**config.mk**
```make
export PLATFORM = sky130hd
export DESIGN_NAME = fetch_sequencer
export DESIGN_NICKNAME = d
export VERILOG_FILES = /design/src/rtl/fetch_sequencer.sv
export SDC_FILE = /design/constraint.sdc
export NUM_CORES = 1
export LEC_CHECK = 0
export ABC_AREA = 0
export BUFFER_PORTS_ARGS = -buffer_cell sky130_fd_sc_hd__buf_2
export CORE_ASPECT_RATIO = 2
export CORE_UTILIZATION = 30
export CTS_CLUSTER_SIZE = 8
export DETAILED_ROUTE_END_ITERATION = 8
export PLACE_DENSITY = 0.54
export SLEW_MARGIN = 25
export SYNTH_ARGS = -nofsm -noshare
export SYNTH_HDL_FRONTEND = slang
export SYNTH_SLANG_ARGS = --single-unit
```
**constraint.sdc**
```tcl
create_clock -name clk_i -period 2 [get_ports clk_i]
set_clock_uncertainty 0.1 [all_clocks]
set_input_delay 0.2 -clock clk_i [delete_from_list [all_inputs] [get_ports clk_i]]
set_output_delay 0.2 -clock clk_i [all_outputs]
set_load 0.005 [all_outputs]
```
**src/rtl/fetch_sequencer.sv**
```systemverilog
// Instruction fetch control: owns the PC, runs req/ack reads to instruction
// memory, and hands each fetched word to decode with a valid/ready handshake.
module fetch_sequencer #(
  parameter int                    PC_WIDTH = 8,
  parameter logic [PC_WIDTH-1:0]   RESET_PC = '0
) (
  input  logic                clk_i,
  input  logic                rst_ni,
  output logic                imem_req_o,
  output logic [PC_WIDTH-1:0] imem_addr_o,
  input  logic                imem_ack_i,
  input  logic [15:0]         imem_data_i,
  output logic [15:0]         inst_o,
  output logic                inst_valid_o,
  output logic                ir_load_o,
  input  logic                dec_ready_i,
  input  logic                jump_i,
  input  logic                branch_taken_i,
  input  logic [PC_WIDTH-1:0] target_i,
  input  logic                halt_i,
  output logic [PC_WIDTH-1:0] pc_o,
  output logic                busy_o,
  output logic [1:0]          state_o
);

  typedef enum logic [1:0] {
    IDLE   = 2'd0,
    FETCH  = 2'd1,
    HOLD   = 2'd2,
    HALTED = 2'd3
  } state_t;

  state_t                state_q;
  logic [PC_WIDTH-1:0]   pc_q;
  logic [PC_WIDTH-1:0]   addr_q;
  logic                  req_q;
  logic [15:0]           inst_q;
  logic                  valid_q;
  logic                  load_q;
  logic                  squash_q;
  logic                  redirect;

  assign redirect = jump_i | branch_taken_i;

  // Every transition into FETCH also launches a request at the new PC, so the
  // memory address only ever moves on the edge that starts a transaction.
  always_ff @(posedge clk_i or negedge rst_ni) begin
    if (!rst_ni) begin
      state_q  <= IDLE;
      pc_q     <= RESET_PC;
      addr_q   <= '0;
      req_q    <= 1'b0;
      inst_q   <= 16'h0000;
      valid_q  <= 1'b0;
      load_q   <= 1'b0;
      squash_q <= 1'b0;
    end else begin
      load_q <= 1'b0;
      case (state_q)
        IDLE: begin
          if (redirect) begin
            pc_q    <= target_i;
            addr_q  <= target_i;
            req_q   <= 1'b1;
            state_q <= FETCH;
          end else if (halt_i) begin
            state_q <= HALTED;
          end else begin
            addr_q  <= pc_q;
            req_q   <= 1'b1;
            state_q <= FETCH;
          end
        end

        FETCH: begin
          if (imem_ack_i) begin
            if (squash_q || redirect) begin
              // Wrong-path word: drop it and reissue at the newest PC.
              squash_q <= 1'b0;
              req_q    <= 1'b1;
              if (redirect) begin
                pc_q   <= target_i;
                addr_q <= target_i;
              end else begin
                addr_q <= pc_q;
              end
            end else begin
              inst_q  <= imem_data_i;
              valid_q <= 1'b1;
              load_q  <= 1'b1;
              pc_q    <= pc_q + PC_WIDTH'(1);
              req_q   <= 1'b0;
              state_q <= HOLD;
            end
          end else if (redirect) begin
            pc_q     <= target_i;
            squash_q <= 1'b1;
          end
        end

        HOLD: begin
          if (redirect) begin
            valid_q <= 1'b0;
            pc_q    <= target_i;
            addr_q  <= target_i;
            req_q   <= 1'b1;
            state_q <= FETCH;
          end else if (dec_ready_i) begin
            valid_q <= 1'b0;
            if (halt_i) begin
              state_q <= HALTED;
            end else begin
              addr_q  <= pc_q;
              req_q   <= 1'b1;
              state_q <= FETCH;
            end
          end
        end

        HALTED: begin
          req_q <= 1'b0;
          if (redirect) begin
            pc_q    <= target_i;
            addr_q  <= target_i;
            req_q   <= 1'b1;
            state_q <= FETCH;
          end else if (!halt_i) begin
            addr_q  <= pc_q;
            req_q   <= 1'b1;
            state_q <= FETCH;
          end
        end

        default: state_q <= IDLE;
      endcase
    end
  end

  assign imem_req_o   = req_q;
  assign imem_addr_o  = addr_q;
  assign inst_o       = inst_q;
  assign inst_valid_o = valid_q;
  assign ir_load_o    = load_q;
  assign pc_o         = pc_q;
  assign busy_o       = (state_q == FETCH);
  assign state_o      = state_q;

endmodule
```
==> results of run 1 <==
[power by group through the flow]
stage / Clock [mW] / Sequential (mW) / Combinational [mW]
after floorplan: 0 / 1.29 / 0.565
after CTS: 1.08 / 1.28 / 1.06
after global routing: 1.11 / 1.32 / 1.22
after global placement: 0 / 1.28 / 1.04
after detailed placement: 0 / 1.28 / 1.06
final: 1.05 / 1.27 / 1.08
[cell usage after synthesis, types with 2 or more instances]
master / instances
clkbuf_1: 3
nand4_1: 2
a21oi_1: 7
nor2b_1: 2
inv_1: 2
o21ai_0: 7
nor2_1: 6
dfrtp_1: 38
nand2_1: 76
mux2_4: 7
xnor2_1: 3
buf_2: 3
mux2i_1: 2
nor3_1: 4
xor2_1: 2
[stage by stage]
stage | hold slack [ns] | util | power [mW]
final | 0.00563 | 0.425 | 3.41
after global routing | 0.0114 | 0.425 | 3.65
after CTS | 0.00101 | 0.422 | 3.41
after detailed placement | 0.0882 | 0.385 | 2.34
after global placement | 0.0857 | 0.385 | 2.32
after floorplan | -0.196 | - | 1.85
[state kept, by name, indices dropped and copies added (netlist names)]
register and cells:
squash_q 1, imem_req_o 1, pc_o 8, ir_load_o 1, state_o 2, inst_valid_o 1, inst_o 16, imem_addr_o 8
[routing by layer]
layer / wire (µm) / track usage
met1: 1520 / 0.142
met4: 83 / 0.0627
met3: 188 / 0.0353
met2: 2540 / 0.292
met5: 0 / 0
[final cells by class]
type / count / area (µm²)
well taps: 61 / 76.3
multi-input cells: 133 / 748
clock buffers: 6 / 139
flip-flops and latches: 38 / 951
fillers: 587 / 3250
inverters: 3 / 11.3
clock inverters: 2 / 60.1
repair buffers: 75 / 420
[worst max path at each step]
| stage | from | end | slack [ns] | cells past startpoint |
|---|---|---|---|---|
| 2_1_floorplan | squash_q$_DFFE_PN0P_ | imem_addr_o[0]$_DFFE_PN0P_ | 0.30 | 3 |
| 5_1_grt | state_o[1]$_DFFE_PN0P_ | inst_o[13]$_DFFE_PN0P_ | 0.03 | 5 |
| 3_5_place_dp | state_o[1]$_DFFE_PN0P_ | imem_addr_o[2]$_DFFE_PN0P_ | 0.10 | 4 |
| 3_3_place_gp | state_o[1]$_DFFE_PN0P_ | imem_addr_o[3]$_DFFE_PN0P_ | 0.12 | 4 |
| 6_report | state_o[1]$_DFFE_PN0P_ | inst_o[6]$_DFFE_PN0P_ | 0.20 | 5 |
| 4_1_cts | state_o[1]$_DFFE_PN0P_ | imem_addr_o[2]$_DFFE_PN0P_ | 0.09 | 4 |
[logic make-up after synthesis]
logic type,count (synthesis)
AO/OA/AOI/OAI,20
XOR/XNOR,5
adder cells (fa/ha/maj),1
buffers and inverters,10
flip-flops,38
multiplexers,9
AND/OR/NAND/NOR,98
[worst max-delay path: cells and delay by family, from the launching register on]
family        cells  cell delay, ns
buf+inv           1            0.44
flops             1            0.43
simple gates      4            0.71
[repair_timing]
item | in CTS | in global routing
buffers inserted | 0 | 1
endpoints found under the hold margin | 18 | 0
endpoints found under the setup margin | 0 | 1
hold buffers | 1 | 0
==> run metrics, run 1 <==
Fmax around 560 MHz; worst hold path class in -> reg; Synth area leaders dfrtp_1 55%, nand2_1 16%, mux2_4 6.0%; fin. max-slew vios 0; Die Ht 110 µm; Area growth, synth to finish 37.9%; Worst-path clk slew 0.06 ns; layout cells sized above 1 0.370; Die X 55.9 µm; maximum vdd ir drop 0.741 mV; Post-synth ARST share 1.00; Post-Synthesis Cell Area 1740 µm²; CTS Buf Count 5; clock power share 0.309; switching share of total power 0.289; Clock Latency Late Sink approximately 0.28 ns; switching power 0.984 mW; NumNets Final 288; most frequent cells in the layout 76 x nand2_1, 68 x buf_2, 38 x dfrtp_1; critical path's most frequent cell nand2_1; Gate Count Post-Synth 181; CTS tree yes; Placement Setup Slack 0.103 ns; Pint around 2.4 mW; # DRC 0; synthesized area per cell 9.64 µm²; core area 5660 µm²; WHS Endpoint inst_o[8]$_DFFE_PN0P_; DRT Pass-1 Iters 3; simple-gate area share of the yosys netlist 0.243; status completed; Root Buffer clkbuf_16; flip-flop and latch count after synthesis 38; DP HPWL 3260 µm; CTS max path bufs 2; commonest non-fill, non-tap cell in the layout nand2_1; Ys Warns 0; # Max-Cap Violations 0; syn nets 213; Seq/Total Area, Yosys 0.545; Port Buf Inserts 68; Synth cell types 32; Worst path max stage delay 0.44 ns; final setup violating endpoints 0; leak pwr 1.25 nW; largest family of logic cells by synthesized area simple AND/OR/NAND/NOR gates; Total GRT Usage 0.147; DRT Wirelength 4330 µm; Rows 39; most used flip-flop cell after synthesis dfrtp_1; max_slew headroom 0.655; drt wl/cell 13.6 µm; vias in the first global route 1462; number of synthesized flops with an enable pin 0; Logic pwr share 0.318; final cell count without fillers approximately 320; gr ovfl total 0; CP Max Fanout 18; worst path required time 2.07 ns; critical path arrival 1.86 ns; vias about 1500; initial antenna violation count 0; vias per cell 4.68; Final ANT Viol Nets 0; Crit Path Category reg -> reg; Power Dens Cells between 1000 and 1500 nW/µm²; starting density of the core 0.308; RSZ-0062 raised after global routing false; fin crit share 0.898; Flop pwr share 0.373; RD Place Congestion slightly above 0.7; fin worst setup slack 0.203 ns; Final Hold Vio Count 0; largest area contributor in the synthesized netlist dfrtp_1; CP max stage cell clkinv_1; Clock Sinks 38; Post-CTS Resized 0; I/O pins 69; first-pass GRT wire length 6920 µm; r2r setup slk slightly above 0.2 ns; Reg2Reg Capture Point inst_o[6]$_DFFE_PN0P_; H-Tree Depth 2; RR Startpoint state_o[1]$_DFFE_PN0P_; Worst Setup Start Kind register; Post-Synth Adder-Cell Area 0.00717; multiplexer area fraction after synthesis 0.0717; Synth Area in XOR/XNOR 0.0251; largest net degree at the start of global routing 21; total negative slack 0 ns; die area 6140 µm²; min cycle time layout 1.80 ns; Tightest Pin Transition 0.515 ns; Worst R2R Path Depth 5; Compound-Gate Fraction of Synth Area 0.0818; placed cell count around 310; Worst Hold Path Cells 3; initial drt markers 27; number of diodes 0; post-synth top area share 0.545; Post-Layout Inst Area 2410 µm²; crit path cell chain and4bb_2, nand2_1, clkinv_1, nand2_1, nand2_1; Worst Hold Launch imem_data_i[8]; Placement Cell Area 2180 µm²; Crit. End Element register
No activity file was read; power rests on OpenSTA's default activity.
==> run 2, diff against run 1 <==
- PLACE_DENSITY: 0.54 -> 0.56
- clock period: 2 -> 1.45 ns (I/O delays scaled with it)
==> run 2 against run 1 <==
The flow now finishes with violations (negative setup slack). Cell area is 22% higher. Sequential power is 39% higher. Core utilization up 9.4 points. First-iteration DRC count up 81%. Count of clock-buffer cells in the layout down 1. Routed wire length increased by 12%. Die area did not move. Sequential share of layout area decreased by 7.1 points. Via count is 12% higher. Final cell count grew 13%. Worst hold slack gained 0.0067 ns. Global-route usage grew 1.8 points.
==> run metrics, run 2 (synthesis gave the netlist of run 1 again) <==
Die Ht 110 µm (unchanged); CTS Buf Count 5 (unchanged); I/O pins 69 (unchanged); switching share of total power 0.297 (+0.00809); status finished with violations; NumNets Final 330 (+15%); leak pwr 1.49 nW (+20%); H-Tree Depth 2 (unchanged); Filler cells 540 (-8.0%); maximum vdd ir drop 0.948 mV (+28%); Die X 55.9 µm (unchanged); Worst Setup Start Kind register; CP Max Fanout 8 (-10); Pint 3.63 mW (+50%); vias per cell 4.62 (-1.3%); Final Hold Vio Count 0 (unchanged); fin. max-slew vios 0 (unchanged); worst hold path class in -> reg; # DRC 0 (unchanged); Root Buffer clkbuf_16; Rows 39 (unchanged); Logic pwr share 0.382 (+0.064); worst path required time 1.51 ns (-0.56 ns); CP max stage cell dfrtp_1; die area 6140 µm² (unchanged); vias 1662 (+12%); RD Place Congestion 0.770 (+6.2%); critical path arrival 1.69 ns (-0.17 ns); Total GRT Usage 0.166 (+0.0183); Crit Path Category reg -> reg; clock power share 0.277 (-0.032); Area growth, synth to finish 68.4%; fin crit share 1.12 (+0.225); most frequent cells in the layout 67 x buf_2, 57 x nand2_1, 38 x dfrtp_1; final cell count without fillers 360 (+13%); DRT Wirelength 4840 µm (+12%); placed cell count 325 (+5.5%); number of diodes 0 (unchanged); DRT Pass-1 Iters 4 (+1); Flop pwr share 0.341 (-0.032); initial drt markers 49 (+81%); Power Dens Cells 1760 nW/µm² (+24%); core area 5660 µm² (unchanged); Crit path depth 5 (unchanged); register area 951 µm² (unchanged); fin worst setup slack -0.178 ns (-0.382 ns); initial antenna violation count 0 (unchanged); met1 GRT Util 0.175 (+0.0328); met2 GRT Util 0.318 (+0.0258); crit-path leading delay family flip-flops; RSZ-0062 raised after global routing true; final setup violating endpoints 12 (+12); multi-input logic area 850 µm² (+14%); crit path cell chain and2b_2, a211oi_4, a31oi_4, buf_12, mux2_4; drt wl/cell 13.4 µm (-1.4%); Tightest Pin Transition 0.484 ns (-0.0305 ns); GR peak layer met2; max reg flops 16 (unchanged); switching power 1.53 mW (+56%); Clock Latency Late Sink 0.28 ns (about the same); commonest non-fill, non-tap cell in the layout buf_2; Worst R2R Path Depth 5 (unchanged); failing checks negative setup slack; Worst Path Buf+Inv 1 (unchanged); Final ANT Viol Nets 0 (unchanged); Worst path max stage delay 0.41 ns (-0.03 ns); CTS tree yes; starting density of the core 0.308 (unchanged); max_slew headroom 0.677 (+0.0225); first-pass GRT wire length 7820 µm (+13%); Clock Sinks 38 (unchanged); Fmax 614 MHz (+10%); Worst-path clk slew 0.06 ns (about the same); final core occ 0.519 (+0.0937); Worst Hold Path Cells 3 (unchanged); PnR Total Power 5.17 mW (+52%); DP HPWL 3450 µm (+5.8%); CTS max path bufs 2 (unchanged); gr ovfl total 0 (unchanged); layout cells sized above 1 0.485 (+0.115); # Max-Cap Violations 0 (unchanged); Port Buf Inserts 68 (unchanged); largest net degree at the start of global routing 21 (unchanged); Crit. End Element register; vias in the first global route 1698 (+16%); min cycle time layout 1.63 ns (-0.168 ns); total negative slack -1.61 ns (-1.61 ns); met3 track demand over resource 0.0259 (-0.00941)
[run 2: changes by cell type in the layout (fill, tap and decap cells not counted), sizes merged]
| cell | previous run | this run |
|---|---|---|
| buf | 74 | 95 |
| clkbuf | 6 | 5 |
| clkinv | 1 | 2 |
| dlygate4sd3 | 1 | 20 |
| inv | 2 | 4 |
[run 2: cell type report]
class	instances	area share
clock buffers	5	0.0426
clock inverters	3	0.0234
inverters	3	0.00639
multi-input cells	133	0.289
flip-flops and latches	38	0.324
well taps	61	0.0260
repair buffers	115	0.279
repair inverters	2	0.00937
[run 2: repair_timing]
action	in CTS	in global routing
endpoints found under the hold margin	37	0
hold buffers	20	0
gates resized for setup	15	41
setup endpoints to repair	32	38
pin swaps	4	25
cloned	1	2
buffers inserted	4	2
[run 2: worst reg2reg max path, cell delays in order (launching register included)]
cell and delay [ns]:
dfrtp_1 0.41, and2b_2 0.27, a211oi_4 0.23, a31oi_4 0.06, buf_12 0.15, mux2_4 0.29
[run 2: routing by layer]
layer / vias to the layer above / part of all wire
li1: 829 / -
met3: 5 / 0.031
met4: 0 / 0.016
met5: - / 0
met2: 43 / 0.58
met1: 785 / 0.37
[run 2: power by group through the flow]
stage	Clock (mW)	Combinational, mW	Sequential, mW
global route	1.50	2.18	1.81
CTS	1.47	1.90	1.73
finish	1.43	1.98	1.76
global placement	0	1.68	1.74
floorplan	0	0.792	1.78
detailed placement	0	1.70	1.74
[run 2: metrics by stage]
stage | hold WS (ns) | worst slack (ns) | cell area, µm²
2_1_floorplan | -0.251 | -0.223 | 1750
3_3_place_gp | 0.0354 | -0.234 | 2320
3_5_place_dp | 0.0387 | -0.226 | 2320
4_1_cts | 0.0216 | -0.183 | 2800
5_1_grt | 0.0253 | -0.250 | 2940
6_report | 0.0123 | -0.178 | 2940
[run 2: worst paths after layout]
path,from,slack [ns],end
setup reg to reg,state_o[1]$_DFFE_PN0P_,-0.18,imem_addr_o[4]$_DFFE_PN0P_
min in group asynchronous,rst_ni,0.26,inst_o[4]$_DFFE_PN0P_
max in group asynchronous,rst_ni,0.51,pc_o[3]$_DFF_PN0_
hold / removal,target_i[0],0.01,pc_o[0]$_DFF_PN0_
setup / recovery,state_o[1]$_DFFE_PN0P_,-0.18,imem_addr_o[4]$_DFFE_PN0P_
hold reg to reg,inst_o[1]$_DFFE_PN0P_,0.36,inst_o[1]$_DFFE_PN0P_
